### config.mk
export PLATFORM = sky130hd
export DESIGN_NAME = apa102_rx_flat
export DESIGN_NICKNAME = d
export VERILOG_FILES = /design/src/rtl/apa102_rx_pkg.sv /design/src/rtl/apa102_rx_if.sv /design/src/rtl/apa102_rx_sync_rise.sv /design/src/rtl/apa102_rx.sv /design/src/flat_wrapper.sv
export SDC_FILE = /design/constraint.sdc
export NUM_CORES = 1
export LEC_CHECK = 0
export ABC_AREA = 1
export CAP_MARGIN = 20
export CORE_MARGIN = 1
export CORE_UTILIZATION = 45
export DETAILED_ROUTE_END_ITERATION = 16
export PLACE_DENSITY_LB_ADDON = 0.1
export SLEW_MARGIN = 30
export SYNTH_ARGS = -nofsm -noshare
export SYNTH_HDL_FRONTEND = slang
export SYNTH_SLANG_ARGS = --single-unit
export TNS_END_PERCENT = 20
### constraint.sdc
create_clock -name clk -period 3.35 [get_ports clk]
set_input_delay 0.335 -clock clk [delete_from_list [all_inputs] [get_ports clk]]
set_output_delay 0.335 -clock clk [all_outputs]
set_load 0.05 [all_outputs]
### src/rtl/apa102_rx_pkg.sv
// apa102_rx shared types and constants.
// Word layout of the APA102 serial protocol.
package apa102_pkg;

  typedef enum logic {HUNT, FRAME} state_t;

  localparam logic [31:0] APA_SOF_WORD = 32'h0000_0000;
  localparam logic [31:0] APA_EOF_WORD = 32'hFFFF_FFFF;
  localparam logic [2:0]  APA_PX_HDR   = 3'b111;

  localparam int HDR_HI = 31;
  localparam int HDR_LO = 29;
  localparam int BRT_HI = 28;
  localparam int BRT_LO = 24;
  localparam int BLU_HI = 23;
  localparam int BLU_LO = 16;
  localparam int GRN_HI = 15;
  localparam int GRN_LO = 8;
  localparam int RED_HI = 7;
  localparam int RED_LO = 0;

  typedef struct packed {
    logic [4:0] bright;
    logic [7:0] blue;
    logic [7:0] green;
    logic [7:0] red;
  } apa_px_t;

  function automatic apa_px_t px_fields(input logic [31:0] w);
    apa_px_t p;
    p.bright = w[BRT_HI:BRT_LO];
    p.blue   = w[BLU_HI:BLU_LO];
    p.green  = w[GRN_HI:GRN_LO];
    p.red    = w[RED_HI:RED_LO];
    return p;
  endfunction

  function automatic logic is_px_hdr(input logic [31:0] w);
    return w[HDR_HI:HDR_LO] == APA_PX_HDR;
  endfunction

endpackage

### src/rtl/apa102_rx_if.sv
// apa102_rx decoded-output bundle.
// master: decoder side, slave: consumer side.
interface apa102_rx_if #(
  parameter int IDX_W = 16
);
  logic             frame_start;
  logic             frame_end;
  logic             pixel_valid;
  logic             proto_error;
  logic [4:0]       pixel_bright;
  logic [7:0]       pixel_red;
  logic [7:0]       pixel_green;
  logic [7:0]       pixel_blue;
  logic [IDX_W-1:0] pixel_index;

  modport master (
    output frame_start, frame_end,
    output pixel_valid, proto_error,
    output pixel_bright, pixel_red,
    output pixel_green, pixel_blue,
    output pixel_index
  );

  modport slave (
    input frame_start, frame_end,
    input pixel_valid, proto_error,
    input pixel_bright, pixel_red,
    input pixel_green, pixel_blue,
    input pixel_index
  );
endinterface

### src/rtl/apa102_rx_sync_rise.sv
// 2-FF synchroniser with a registered copy
// for rise detection; q and rise share alignment.
module sync_rise (
  input  logic clk,
  input  logic rst,
  input  logic d,
  output logic q,
  output logic rise
);
  logic s1, s2, s3;

  always_ff @(posedge clk) begin
    if (rst) begin
      s1 <= 1'b0;
      s2 <= 1'b0;
      s3 <= 1'b0;
    end else begin
      s1 <= d;
      s2 <= s1;
      s3 <= s2;
    end
  end

  assign q    = s2;
  assign rise = s2 & ~s3;
endmodule

### src/rtl/apa102_rx.sv
// APA102 strip-side decoder: recovers SOF,
// pixel and EOF words from led_clk/led_data.
module apa102_rx #(
  parameter int TIMEOUT_CYCLES = 1024,
  parameter int IDX_W = 16
) (
  input  logic clk,
  input  logic rst,
  input  logic led_clk,
  input  logic led_data,
  apa102_rx_if.master px
);
  import apa102_pkg::*;

  localparam logic [15:0] TO_CNT = 16'(TIMEOUT_CYCLES);
  localparam logic [IDX_W-1:0] IDX_MAX = '1;

  logic clk_q_unused, bit_rise;
  logic dat_s, data_rise_unused;

  sync_rise u_clk_sync (
    .clk(clk), .rst(rst), .d(led_clk),
    .q(clk_q_unused), .rise(bit_rise)
  );

  sync_rise u_dat_sync (
    .clk(clk), .rst(rst), .d(led_data),
    .q(dat_s), .rise(data_rise_unused)
  );

  state_t           state, state_n;
  logic [4:0]       bit_cnt, bit_cnt_n;
  logic [5:0]       run, run_n;
  logic [15:0]      idle, idle_n;
  logic [30:0]      shreg;
  logic [31:0]      word;
  logic [IDX_W-1:0] idx, idx_n;
  logic             sof_n, eof_n;
  logic             pxv_n, err_n;
  apa_px_t          f;

  // Word as it stands once the current bit lands.
  assign word = {shreg, dat_s};
  assign f    = px_fields(word);

  always_comb begin
    state_n   = state;
    bit_cnt_n = bit_cnt;
    run_n     = run;
    idx_n     = idx;
    idle_n    = (idle == 16'hFFFF) ? idle : idle + 16'd1;
    sof_n     = 1'b0;
    eof_n     = 1'b0;
    pxv_n     = 1'b0;
    err_n     = 1'b0;
    if (bit_rise) begin
      idle_n    = '0;
      bit_cnt_n = bit_cnt + 5'd1;
      unique case (state)
        HUNT: begin
          run_n = dat_s ? 6'd0 : run + 6'd1;
          if (!dat_s && run == 6'd31) begin
            sof_n     = 1'b1;
            idx_n     = '0;
            bit_cnt_n = '0;
            run_n     = '0;
            state_n   = FRAME;
          end
        end
        FRAME: begin
          if (bit_cnt == 5'd31) begin
            unique case (1'b1)
              (word == APA_SOF_WORD): begin
                sof_n = 1'b1;
                idx_n = '0;
              end
              (word == APA_EOF_WORD): begin
                eof_n   = 1'b1;
                state_n = HUNT;
              end
              (is_px_hdr(word) && word != APA_EOF_WORD): begin
                pxv_n = 1'b1;
                idx_n = (idx == IDX_MAX) ? idx : idx + IDX_W'(1);
              end
              default: begin
                err_n   = 1'b1;
                run_n   = '0;
                state_n = HUNT;
              end
            endcase
          end
        end
      endcase
    end else if (state == FRAME && bit_cnt != '0
                 && idle == TO_CNT) begin
      err_n     = 1'b1;
      bit_cnt_n = '0;
      state_n   = HUNT;
    end
  end

  always_ff @(posedge clk) begin
    if (rst) begin
      state           <= HUNT;
      bit_cnt         <= '0;
      run             <= '0;
      idle            <= '0;
      shreg           <= '0;
      idx             <= '0;
      px.frame_start  <= 1'b0;
      px.frame_end    <= 1'b0;
      px.pixel_valid  <= 1'b0;
      px.proto_error  <= 1'b0;
      px.pixel_bright <= '0;
      px.pixel_red    <= '0;
      px.pixel_green  <= '0;
      px.pixel_blue   <= '0;
      px.pixel_index  <= '0;
    end else begin
      state          <= state_n;
      bit_cnt        <= bit_cnt_n;
      run            <= run_n;
      idle           <= idle_n;
      idx            <= idx_n;
      px.frame_start <= sof_n;
      px.frame_end   <= eof_n;
      px.pixel_valid <= pxv_n;
      px.proto_error <= err_n;
      if (bit_rise) shreg <= word[30:0];
      if (pxv_n) begin
        px.pixel_bright <= f.bright;
        px.pixel_red    <= f.red;
        px.pixel_green  <= f.green;
        px.pixel_blue   <= f.blue;
        px.pixel_index  <= idx;
      end
    end
  end
endmodule

### src/flat_wrapper.sv
// flat-port wrapper written by rule: the top's interface ports become plain ports
module apa102_rx_flat import apa102_pkg::*;
#(
  parameter int TIMEOUT_CYCLES = 1024,
  parameter int IDX_W = 16
)
  (clk, rst, led_clk, led_data, px_frame_start, px_frame_end, px_pixel_valid, px_proto_error, px_pixel_bright, px_pixel_red, px_pixel_green, px_pixel_blue, px_pixel_index);
  apa102_rx_if #(.IDX_W(IDX_W)) px_i ();
  input  logic clk;
  input  logic rst;
  input  logic led_clk;
  input  logic led_data;
  output wire logic [$bits(px_i.frame_start)-1:0] px_frame_start;
  output wire logic [$bits(px_i.frame_end)-1:0] px_frame_end;
  output wire logic [$bits(px_i.pixel_valid)-1:0] px_pixel_valid;
  output wire logic [$bits(px_i.proto_error)-1:0] px_proto_error;
  output wire logic [$bits(px_i.pixel_bright)-1:0] px_pixel_bright;
  output wire logic [$bits(px_i.pixel_red)-1:0] px_pixel_red;
  output wire logic [$bits(px_i.pixel_green)-1:0] px_pixel_green;
  output wire logic [$bits(px_i.pixel_blue)-1:0] px_pixel_blue;
  output wire logic [$bits(px_i.pixel_index)-1:0] px_pixel_index;
  assign px_frame_start = px_i.frame_start;
  assign px_frame_end = px_i.frame_end;
  assign px_pixel_valid = px_i.pixel_valid;
  assign px_proto_error = px_i.proto_error;
  assign px_pixel_bright = px_i.pixel_bright;
  assign px_pixel_red = px_i.pixel_red;
  assign px_pixel_green = px_i.pixel_green;
  assign px_pixel_blue = px_i.pixel_blue;
  assign px_pixel_index = px_i.pixel_index;
  apa102_rx #(.TIMEOUT_CYCLES(TIMEOUT_CYCLES), .IDX_W(IDX_W)) u_core (.clk(clk), .rst(rst), .led_clk(led_clk), .led_data(led_data), .px(px_i));
endmodule
After elaboration in Yosys (flattened, before gate mapping)
Cells that the tools add are included.
- register bits after elaboration: 129
- bits in latches: 0
- memory bits (writable): 0
- ROM bits: 0
- bits of input ports: 4
- output and inout port bits: 49
- memories: 0
- $add $sub $neg: 4
- multipliers: 0
- div/mod/pow operators: 0
- magnitude comparators: 0
- equality and inequality tests: 13
- shifts and indexed selects: 0
- mux-type cells: 33
- bitwise logic cells: 5
- reduce and logical (&&, ||, !) cells: 15
- operator list (cell ; number):
    one-hot mux 16 bit (2 select lines) ; 2
    2-to-1 mux 16 bit ; 3
    adder 16 x 1 -> 16 bit (second input constant) ; 2
    equality test 16 bit (second input constant) ; 2
    equality test 32 bit (second input constant) ; 1
    logical NOT 32 bit ; 1
    inequality test 32 bit (second input constant) ; 1
    2-to-1 mux 6 bit ; 4
    2-to-1 mux 5 bit ; 4
    2-to-1 mux 1 bit ; 17
    equality test 16 x 11 -> 1 bit (second input constant) ; 1
    one-hot mux 6 bit (2 select lines) ; 1
    adder 6 x 1 -> 6 bit (second input constant) ; 1
    equality test 6 x 5 -> 1 bit (second input constant) ; 1
    inequality test 3 bit (second input constant) ; 2
    OR reduction 2 bit ; 3
    adder 5 x 1 -> 5 bit (second input constant) ; 1
    equality test 5 bit (second input constant) ; 1
    AND reduction 5 bit ; 1
    nonzero test 5 bit ; 1
    logical AND 1 bit ; 4
    inequality test 2 bit (second input constant) ; 2
    inverter 1 bit ; 4
    one-hot mux 1 bit (2 select lines) ; 2
    other kinds (8) ; 8

Logic depth before layout (Yosys ltp)
Gate-level depths: netlist (run 1).
- depth in word-level cells: 7
- gate-level depth with buffers: 13

Cells and area by module
Synthesis (run 1) repeated with hierarchy kept, for this count alone.
- cell total of the unflattened synthesis: 801
- area total of the unflattened synthesis: 5766.8 sq um
- modules (own cells, without submodules) (module ; instances ; cells an instance ; area each (sq um) ; sequential area each (sq um)):
    apa102_rx ; 1 ; 781 ; 5594.1 ; 2482.4
    sync_rise ; 2 ; 10 ; 86.3 ; 60.1

Worst setup path before layout (run 1)
No wires, ideal clock.
- path type: register to register
- start: register u_core.bit_cnt[1]
- end: register u_core.idx[1]
- library setup time: 132 ps
- arrival: 1786 ps
- required time: 3218 ps
- setup slack: 1431 ps
- stages on the path, launching flop included: 13
- buffers on the path: 2
- clock period less this slack: 1919 ps
- cells stage by stage: dfxtp_1 ha_1 nand2_1 nor2_1 ha_1 clkbuf_1 nor2_1 nand3b_1 inv_1 nand3_1 buf_4 o21ai_0 nor2_1
- word-level cells in the longest chain between the ends: 3
- ends and longest elaborated chain (what ; RTL line ; source):
    start: declaration ; apa102_rx.sv:32 ; logic [4:0] bit_cnt, bit_cnt_n;
    start signal: assignment ; apa102_rx.sv:121 ; bit_cnt <= bit_cnt_n;
    equality test 5 bit ; apa102_rx.sv:71 ; if (bit_cnt == 5'd31) begin
    inequality test 2 bit (no source line) ; n/a ;
    AND reduction 5 bit (no source line) ; n/a ;
    end signal: assignment ; apa102_rx.sv:124 ; idx <= idx_n;
    end: declaration ; apa102_rx.sv:37 ; logic [IDX_W-1:0] idx, idx_n;
No other way between the ends.
A chain may end at the register's enable or synchronous reset.

Final worst setup path (run 1)
- start: register u_core.idx[0]
- end: register u_core.idx[1]
- word-level cells in the longest chain between the ends: 5
- ends and longest elaborated chain (what ; RTL line ; source):
    adder 16 x 1 -> 16 bit ; apa102_rx.sv:83 ; idx_n = (idx == IDX_MAX) ? idx : idx + IDX_W'(1);
    2-to-1 mux 16 bit ; apa102_rx.sv:83 ;
    one-hot mux 16 bit (2 select lines) ; apa102_rx.sv:72 ; unique case (1'b1)
    2-to-1 mux 16 bit ; apa102_rx.sv:71 ;
    one-hot mux 16 bit (2 select lines) ; apa102_rx.sv:59 ; unique case (state)
Parallel ways exist; a longest one is shown, timed or not. The select of a mux whose other input is x is not followed.

==> flow_summary.toml, run 1 <==
[critical_path]
timing.rr.start = "u_core.idx[0]"
crit_required_ps = 3640
cp_max_fo = 20
cp-start-kind = "flop"
r2r_setup_slack_ps = 670
r2r_cells = 11
critical_path.endpoint_type = "flop"
worstSetupPathType = "reg -> reg"
worstPathArrival_ps = 2970
worstReg2RegEnd = "u_core.idx[1]"

[power]
vdd.ir_drop.worst_mv = 0.2852
p_clk_frac = 0.536
internal_power_w = 0.002752
switching_share = 0.2173
pwr-share-comb = 0.023
p_leak_nw = 2.556
net-switching-power_w = 0.0007639
powerDensity_nw_per_um2 = 489.1
p_seq_frac = 0.441

[placement]
portBuffers = 52
dp_hpwl_mm = 10.30
dp.cells = 1027
gp_congestion = 0.8953

[status]
outcome = "finished, final reports clean"

[finish]
n_antenna_cell = 0
layout-drive-gt1-share = 0.09921
area_growth_pct = 20.44
final_cells = 1059
final_cell_mix = "nand2_1 (163), dfxtp_1 (129), inv_1 (112)"
layout.nets = 885
final_common_cell = "nand2_1"
fill_cells = 1198

[cts]
htree_levels = 4
cts.sinks = 129
cts_resized = 0
cts_tree = "done"
post-cts-setup-buffers = 0
cts-buffers-inserted = 17
clockRootBuffer = "clkbuf_16"
hold_buffers = 0
cts_buffer_depth = 2
cts.reportedPaths.clkPinSlew_ps = 60
clk_latency_ps = 420

[timing]
min_period_ps = 2682
setup_violations = 0
fin_crit_sh = 0.8006
slew_headroom = 0.4825
maxSlewViolCount = 0
tightest_slew_ps = 775.4
finalClockSkew_ps = 6.112
timing.hold.ws_ps = 365.0
fmax_mhz = 372.9
rsz0062_at_grt = "false"
setup_tns_ps = 0
final-hold-violation-count = 0

[floorplanning]
dieHeight_um = 117.2
start_util = 0.4672
die_w_um = 117.2
coreArea_sq_um = 12770
pin_count = 53
die_area_sq_um = 13730
row_count = 41

[synth]
syn_inst = 834
yosys_warnings = 0
syn_avg_cell_area_sq_um = 7.156
netlist_top_cells_area = "dfxtp_1 (43%), nand2_1 (10%), inv_1 (7.0%)"
ys_types = 36
yosysSeqAreaShare = 0.4327
synth_top_cell_by_area = "dfxtp_1"
netlist.area_leader.share = 0.4327
synth-seq-cells = 129
syn_nets = 845
netlist_area_sq_um = 5968

[global_routing]
grt_overflow = 0
antenna_found_initial = 0
grt_pass1_wl_mm = 24.17
grt_pass1_vias = 4938
grt_usage = 0.2300
grt_start_max_net_pins = 47

[min_path]
hp-start = "rst"
hold_path.class = "in -> reg"
worstHoldPathCells = 2
holdPathEnd = "u_core.u_dat_sync.q"

[detailed_routing]
routedWlPerCell_um = 13.91
ant_nets = 0
vias = 5502
drtIter0Drc = 402
drc = 0
routed_wl_mm = 14.73
drt_pass1_iterations = 4
via_per_inst = 5.195

[run]
drv_cap = 0
-- layer usage --
layer	share of wire	track usage
met5	0	0
met2	0.46	0.3671
met4	0.015	0.08439
met1	0.48	0.3041
met3	0.044	0.05201
-- layout make-up --
cell class / instances / area (sq um) / area share
clock buffer: 19 / 442.9 / 0.06162
clock inverter: 13 / 161.4 / 0.02245
inverter: 114 / 427.9 / 0.05953
multi-input combinational: 551 / 2763 / 0.3843
sequential: 129 / 2582 / 0.3593
tap: 172 / 215.2 / 0.02994
timing repair buffer: 61 / 595.6 / 0.08285
-- stage by stage --
stage / setup slack, ps / power (W) / area, sq um / utilization
after detailed placement: 740.0 / 0.001667 / 6584 / 0.5154
after global routing: 450.3 / 0.003630 / 7188 / 0.5627
after floorplan: 1431 / 0.001642 / 5968 / -
after global placement: 741.8 / 0.001663 / 6584 / 0.5154
after CTS: 734.7 / 0.003548 / 7188 / 0.5627
final: 668.0 / 0.003516 / 7188 / 0.5627
-- critical path, stage by stage, from the launching register on --
cell and delay [ps]:
dfxtp_1 450, ha_1 290, nand3_1 140, inv_1 160, nand2_1 100, nor2_1 220
nand4_1 130, buf_4 220, nand3_1 570, nand2_1 90, o21ai_0 100, nor2_1 70
-- kinds of logic after synthesis --
logic type | after synthesis | share of synthesized area
DFF | 129 | 0.4327
adders and majority gates | 7 | 0.01467
and+or+nand+nor | 391 | 0.2929
xor gates and xnor gates | 8 | 0.01174
buffers and inverters | 154 | 0.1048
AOI/OAI and AO/OA | 145 | 0.1432
-- Yosys cell counts, drive strengths merged --
cell type and n:
inv 114, a211oi 1, ha 7, a31o 1, nor2 100, o21a 1, dfxtp 129, a31oi 3
nor3 22, buf 17, clkbuf 23, nor4 4, nand4 44, nand2 183, o32ai 2, nand3b 3
o21ai 41, xnor2 1, o31ai 1, xor2 7, o22ai 31, a21oi 64, nand3 35
-- power groups by stage --
stage	sequential [W]	clock, W	combinational (W)
floorplan	0.00158	0	0.0000595
global placement	0.00158	0	0.0000788
detailed placement	0.00158	0	0.0000819
CTS	0.00155	0.00192	0.0000822
global route	0.00155	0.00199	0.0000908
finish	0.00155	0.00188	0.0000813
-- state kept, by name, indices dropped and copies added (netlist names), 5 cells and up --
name	flops
u_core.px.pixel_green	8
u_core.px.pixel_blue	8
u_core.bit_cnt	5
u_core.idle	16
u_core.shreg	31
u_core.px.pixel_red	8
u_core.px.pixel_index	16
u_core.px.pixel_bright	5
u_core.idx	16
u_core.run	6
-- how the worst max path moves through the flow --
stage	slack, ps	from	to
2_1_floorplan	1430	u_core.bit_cnt[1]	u_core.idx[1]
3_3_place_gp	740	u_core.idx[0]	u_core.idx[1]
3_5_place_dp	740	u_core.idx[0]	u_core.idx[1]
4_1_cts	730	u_core.idx[0]	u_core.idx[8]
5_1_grt	450	u_core.idx[0]	u_core.idx[15]
6_report	670	u_core.idx[0]	u_core.idx[1]
Note: power is estimated with default switching activity, not from simulation.
==> inputs of run 2 (changes only) <==
==> constraint.sdc (replaced) <==
create_clock -name clk -period 2.3 [get_ports clk]
set_input_delay 0.23 -clock clk [delete_from_list [all_inputs] [get_ports clk]]
set_output_delay 0.23 -clock clk [all_outputs]
set_load 0.05 [all_outputs]
==> run 2 against run 1 <==
Effect of this change:
- sequential power grew 46%
- first-iteration DRC count fell by 6.0%
- clock skew is 6.4 ps higher
- via count increased by 1.5%
- setup slack lost 510 ps
- power rose by 53%
- combinational power up 57%
- routed wire length grew 1.9%
- utilization up 1.0 points
- design area grew 1.8%
- flip-flop and latch count stayed put
- critical endpoint is now u_core.idx[13]
==> flow_summary.toml, run 2 (same netlist as run 1, synthesis figures left out) <==
[status]
outcome = "finished, final reports clean"

[cts]
htree_levels = 4
hold_buffers = 0
clk_latency_ps = 430
cts_buffer_depth = 2
cts_tree = "done"
cts-buffers-inserted = 17
cts.reportedPaths.clkPinSlew_ps = 60
cts.sinks = 129
clockRootBuffer = "clkbuf_16"

[detailed_routing]
drt_pass1_iterations = 5
via_per_inst = 5.230
vias = 5586
drtIter0Drc = 378
ant_nets = 0
routedWlPerCell_um = 14.06
drc = 0
routed_wl_mm = 15.02

[global_routing]
grt_start_max_net_pins = 46
grt_pass1_wl_mm = 25.10
grt_pass1_vias = 5242
antenna_found_initial = 0
grt_overflow = 0
grt_usage = 0.2370

[floorplanning]
dieHeight_um = 117.2
row_count = 41
pin_count = 53
start_util = 0.4672
die_area_sq_um = 13730
die_w_um = 117.2
coreArea_sq_um = 12770

[timing]
tightest_slew_ps = 969.8
slew_headroom = 0.3527
rsz0062_at_grt = "false"
final-hold-violation-count = 0
fin_crit_sh = 0.9300
setup_violations = 0
finalClockSkew_ps = 12.51
min_period_ps = 2139
fmax_mhz = 467.5
setup_tns_ps = 0
maxSlewViolCount = 0

[power]
internal_power_w = 0.004264
powerDensity_nw_per_um2 = 735.3
p_clk_frac = 0.556
p_seq_frac = 0.420
p_leak_nw = 2.633
switching_share = 0.2078
vdd.ir_drop.worst_mv = 0.4701
net-switching-power_w = 0.001119
pwr-share-comb = 0.024

[placement]
dp_hpwl_mm = 10.40
portBuffers = 52
gp_congestion = 0.8465
place_area_sq_um = 6659

[finish]
layout-drive-gt1-share = 0.1116
largest_reg_flops = 31
final_common_cell = "nand2_1"
max_flop_register = "u_core.shreg"
area_growth_pct = 22.66
n_antenna_cell = 0
fin_area_sq_um = 7321
final_cell_mix = "nand2_1 (163), dfxtp_1 (128), inv_1 (112)"
layout.nets = 895

[min_path]
hold_path.class = "in -> reg"

[run]
drv_cap = 0

[critical_path]
worstPathArrival_ps = 2490
crit_required_ps = 2660
critical_path.endpoint_type = "flop"
cp-start-kind = "flop"
worstSetupPathType = "reg -> reg"
cp_max_fo = 12
==> run 2: per-layer routing <==
layer,track usage,up-vias,wire (um)
li1,-,2832,-
met1,0.3037,2564,7091
met2,0.3804,162,6854
met3,0.05046,28,737
met4,0.1122,0,332
met5,0,-,0
==> run 2: per-stage QoR <==
| stage | cells | util | worst slack (ps) | total power, W | hold WS [ps] |
|---|---|---|---|---|---|
| 2_1_floorplan | 834 | - | 381.2 | 0.002391 | 337.0 |
| 3_3_place_gp | 1037 | 0.5213 | 109.4 | 0.002430 | 398.3 |
| 3_5_place_dp | 1037 | 0.5213 | 86.89 | 0.002433 | 396.1 |
| 4_1_cts | 1068 | 0.5728 | 66.50 | 0.005426 | 288.1 |
| 5_1_grt | 1068 | 0.5731 | 1.496 | 0.005552 | 299.9 |
| 6_report | 1068 | 0.5731 | 161.1 | 0.005383 | 274.7 |
==> run 2: final timing paths <==
check	start	end	slack (ps)	depth (start not counted)
setup reg to reg	u_core.bit_cnt[1]	u_core.idx[13]	160	9
setup / recovery	u_core.bit_cnt[1]	u_core.idx[13]	160	9
hold reg to reg	u_core.u_clk_sync.s1	u_core.u_clk_sync.q	400	2
hold / removal	rst	u_core.bit_cnt[4]	270	3
==> run 2: final cells by class <==
| type | count | area, sq um |
|---|---|---|
| clock buffer | 19 | 452.9 |
| clock inverter | 12 | 205.2 |
| fill | 1208 | 5453 |
| inverter | 114 | 427.9 |
| multi-input combinational | 551 | 2765 |
| sequential | 129 | 2584 |
| tap | 172 | 215.2 |
| timing repair buffer | 71 | 670.6 |
==> run 2: timing repair <==
action,4_1_cts,5_1_grt
setup buffers,0,0
resized for setup,0,2
endpoints found under the setup margin,0,16
==> run 2: worst max-delay path: stages, from the launching register on <==
cell,delay (ps)
dfxtp_1,410
ha_1,200
nand2_1,70
nor2_1,100
ha_1,190
nor2_1,70
nand3b_1,200
a21oi_2,510
nand3_1,150
a21oi_1,160
==> run 2: power by group through the flow <==
stage / logic [W] / registers, W / clock network, W
4_1_cts: 0.000127 / 0.00226 / 0.00304
2_1_floorplan: 0.0000867 / 0.00230 / 0
6_report: 0.000128 / 0.00226 / 0.00299
3_5_place_dp: 0.000125 / 0.00231 / 0
5_1_grt: 0.000140 / 0.00226 / 0.00315
3_3_place_gp: 0.000123 / 0.00231 / 0
